<file path="config.mk">
export PLATFORM = sky130hd
export DESIGN_NAME = mips_dmem_wbuf
export DESIGN_NICKNAME = d
export VERILOG_FILES = /design/src/rtl/mips_dmem_wbuf.sv
export SDC_FILE = /design/constraint.sdc
export NUM_CORES = 1
export LEC_CHECK = 0
export ABC_AREA = 0
export CAP_MARGIN = 30
export CORE_MARGIN = 1
export CORE_UTILIZATION = 51
export CTS_CLUSTER_DIAMETER = 40
export DETAILED_ROUTE_END_ITERATION = 8
export PLACE_DENSITY = 0.76
export SYNTH_ARGS = -nofsm -noshare
export SYNTH_HDL_FRONTEND = slang
export SYNTH_SLANG_ARGS = --single-unit
</file>
<file path="constraint.sdc">
create_clock -name clk -period 5.96 [get_ports clk]
set_clock_uncertainty 0.2 [all_clocks]
set_input_delay 1.788 -clock clk [delete_from_list [all_inputs] [get_ports clk]]
set_output_delay 1.788 -clock clk [all_outputs]
set_load 0.1 [all_outputs]
</file>
<file path="src/rtl/mips_dmem_wbuf.sv">
// Write buffer between the MIPS memory stage and backing data memory: circular FIFO
// of word writes, drained one entry per acked cycle, with newest-match load forwarding.
module mips_dmem_wbuf #(
  parameter int DEPTH = 4
) (
  input  logic        clk,
  input  logic        reset,
  input  logic        data_rd_wr,
  input  logic [31:0] data_addr,
  input  logic [31:0] data_out,
  output logic [31:0] data_in,
  output logic        wb_full,
  output logic        wb_overflow,
  output logic [31:0] mem_rd_addr,
  input  logic [31:0] mem_rd_data,
  output logic        mem_wr_req,
  output logic [31:0] mem_wr_addr,
  output logic [31:0] mem_wr_data,
  input  logic        mem_wr_ack
);
  localparam int PW = $clog2(DEPTH);
  localparam int CW = PW + 1;

  logic [29:0]   addr_q [DEPTH];
  logic [31:0]   data_q [DEPTH];
  logic [PW-1:0] head_q, head_d;
  logic [PW-1:0] tail_q, tail_d;
  logic [CW-1:0] count_q, count_d;
  logic          overflow_q, overflow_d;
  logic          wr_cmd, push, pop;
  logic [PW-1:0] fwd_idx;
  logic          unused_addr_bits;

  assign unused_addr_bits = ^data_addr[1:0];

  assign wr_cmd      = ~data_rd_wr;
  assign wb_full     = (count_q == CW'(DEPTH));
  assign mem_wr_req  = (count_q != '0);
  assign push        = wr_cmd & ~wb_full;
  assign pop         = mem_wr_req & mem_wr_ack;
  assign wb_overflow = overflow_q;
  assign mem_rd_addr = {data_addr[31:2], 2'b00};
  assign mem_wr_addr = {addr_q[head_q], 2'b00};
  assign mem_wr_data = data_q[head_q];

  always_comb begin
    head_d     = head_q;
    tail_d     = tail_q;
    count_d    = count_q;
    overflow_d = overflow_q | (wr_cmd & wb_full);
    if (push) tail_d = tail_q + PW'(1);
    if (pop)  head_d = head_q + PW'(1);
    case ({push, pop})
      2'b10:   count_d = count_q + CW'(1);
      2'b01:   count_d = count_q - CW'(1);
      default: count_d = count_q;
    endcase
  end

  always_ff @(posedge clk or posedge reset) begin
    if (reset) begin
      head_q     <= '0;
      tail_q     <= '0;
      count_q    <= '0;
      overflow_q <= 1'b0;
    end else begin
      head_q     <= head_d;
      tail_q     <= tail_d;
      count_q    <= count_d;
      overflow_q <= overflow_d;
    end
  end

  // Entry storage is never cleared; count alone decides which slots are live.
  always_ff @(posedge clk) begin
    if (push) begin
      addr_q[tail_q] <= data_addr[31:2];
      data_q[tail_q] <= data_out;
    end
  end

  // Walk live entries oldest to newest so the youngest match wins.
  always_comb begin
    data_in = mem_rd_data;
    fwd_idx = head_q;
    for (int i = 0; i < DEPTH; i++) begin
      fwd_idx = head_q + PW'(i);
      if ((CW'(i) < count_q) && (addr_q[fwd_idx] == data_addr[31:2]))
        data_in = data_q[fwd_idx];
    end
  end

endmodule

</file>
==> qor.csv <==
metric,value,unit
status,finished with violations,
violations,negative setup slack,
wl,51600,µm
relSlewSlack,31.3,%
cts.path.max_buffers,3,
r2r_slack,2.83,ns
p_per_area,554,nW/µm²
die_y,183,µm
antenna_found_initial,3,
crit_end,data_in[3],
cap_violations,0,
layout-drive-gt1-share,46.5,%
rsz0062_at_grt,true,
cts_tree,built,
grt_pass1_wl,76100,µm
dpl.hpwl,33500,µm
routed_via_density,6.19,
max_freq,156,MHz
syn_area,16800,µm²
timing_max_transition_violations_final,0,
rows,66,
synth-edff-count,248,
core_area,32500,µm²
synth_top_area_cell,edfxtp_1,
port_buffers,224,
grt_pass1_vias,13100,
synth-seq-cells,256,
synthDistinctLibCells,70,
yosys-top-cells-area,"edfxtp_1 (44%), mux2i_1 (9.2%), mux4_2 (8.9%)",
cp-startpoint,data_addr[20],
firstDrtPassIters,7,
place_area,21100,µm²
yosysMostFrequentCell,edfxtp_1,
syn-instance-count,1331,
yosysTopAreaCellShare,44.4,%
ant_nets,0,
clock-root-buffer,clkbuf_16,
worstMarginPinSlew,1.03,ns
startpoint_type,primary input,
end_kind,output pin,
path_clk_slew,0.05,ns
synth_ff_type,edfxtp_1,
clk_latency,0.54,ns
postLayoutCellArea,24100,µm²
grt_start_max_net_pins,95,
die_w,183,µm
synthArstFlopShare,3.13,%
holdWs,0.263,ns
reg2regPathDepth,6,
final-setup-viol-count,32,
cts_buffers,39,
r2r-end,data_q[0][9],
critPathMaxFanout,6,
die-area,33600,µm²
synth_warnings,0,
postSynthAreaPerCell,12.6,µm²
top_level_ports,231,
min_period_over_period,107,%
irDropWorstVdd,0.887,mV
setup_slack,-0.443,ns
grt_usage,30.0,%
gr-total-overflow,0,
ys_top_cells_by_count,"edfxtp_1 (248), mux2i_1 (154), mux2_2 (102)",
final-hold-violation-count,0,
h-tree-depth,2,
initial_core_util,51.7,%
critPathKind,in2out,
hp-class,reg2reg,
final_core_util,74.2,%
leakagePower,8.82,nW
area_growth,43.5,%
worstPathRequired,3.97,ns
cp.arrival,4.42,ns
vias,13200,
fin_crit,6.40,ns
route.detailed.drc,0,
wire_per_inst,24.2,µm
nets,1763,
synth_seq_area_share,45.6,%
r2r_start,count_q[0],
drtIter0Drc,1184,
gp_congestion,0.929,
clock_sinks,256,
## power breakdown
part / internal, mW / total, mW / switching [mW] / leakage (nW)
combinational: 2.78 / 8.37 / 5.59 / 5.81
sequential: 2.39 / 2.62 / 0.224 / 2.36
clock: 1.44 / 2.34 / 0.904 / 0.650
total: 6.61 / 13.3 / 6.72 / 8.82
## routing by layer
metal / global-route usage [%] / share of wire (%)
met5: 0 / 0
met4: 10.4 / 2.8
met3: 5.26 / 8.3
met2: 49.5 / 49
met1: 39.9 / 40
## cells in the final DEF (no fill, tap or decap), types with 44 or more instances in the layout
master and instances:
edfxtp_1 248, buf_4 204, mux2i_1 145, clkdlybuf4s50_1 87, mux2_2 85, nor2_1 74, mux4_2 66, buf_12 64
xnor2_1 48, nand2_1 47, a21oi_1 44
## flip-flops by register name, indices dropped and copies added, names as in the netlist
| signal | cells |
|---|---|
| data_q | 128 |
| addr_q | 120 |
| count_q | 3 |
| head_q | 2 |
| tail_q | 2 |
| wb_overflow | 1 |
## kinds of logic (layout without fill, tap and decap cells)
family	Yosys count	after routing	share of synthesized area (%)
xor+xnor	114	114	5.95
simple gates	192	192	5.55
compound gates	280	280	12.0
flops	256	256	45.6
fa+ha+maj	9	9	0.672
buf+inv	157	508	5.25
mux	322	322	24.9
other cells	1	7	0.0224
## critical path, cell delays in order
cell       delay (ns)
buf_2            0.14
buf_6            0.15
inv_1            0.06
a221oi_1         0.31
a22oi_1          0.19
a2111oi_4        0.36
buf_4            0.20
nand2_2          0.05
o221a_4          0.27
buf_6            0.14
buf_6            0.13
o2bb2ai_4        0.12
a211oi_4         0.28
buf_12           0.21
## worst min path at each step
stage,end,depth (start not counted),slack [ns],start
global route,wb_overflow,1,0.31,wb_overflow
detailed placement,wb_overflow,1,0.26,wb_overflow
CTS,wb_overflow,1,0.28,wb_overflow
global placement,wb_overflow,1,0.24,wb_overflow
floorplan,count_q[2],1,0.32,count_q[2]
finish,wb_overflow,1,0.26,wb_overflow
## final cells by class
class                   count  area [µm²]
well taps                 442         553
repair buffers            421        4470
fillers                  1962        8380
flip-flops and latches    256        7650
clock buffers              41        1000
diodes                      3        7.51
inverters                  15        61.3
clock inverters            31         347
multi-input cells         921        9970
## repair_timing
item,in CTS,in global routing
gates cloned,3,1
hold buffers,0,0
resized for setup,245,102
setup buffers,40,6
pin swaps,54,32
endpoints found under the setup margin,32,32
## metrics by stage
| step | setup WS (ns) | total power, mW | TNS [ns] | cells |
|---|---|---|---|---|
| 6_report | -0.443 | 13.3 | -12.70 | 2130 |
| 5_1_grt | -0.480 | 13.8 | -13.91 | 2129 |
| 4_1_cts | -0.458 | 13.0 | -13.12 | 2123 |
| 3_5_place_dp | -1.03 | 10.4 | -31.95 | 2009 |
| 3_3_place_gp | -0.976 | 10.3 | -30.50 | 2009 |
| 2_1_floorplan | -0.460 | 8.62 | -14.23 | 1334 |
Power figures use the tool's default switching activity.
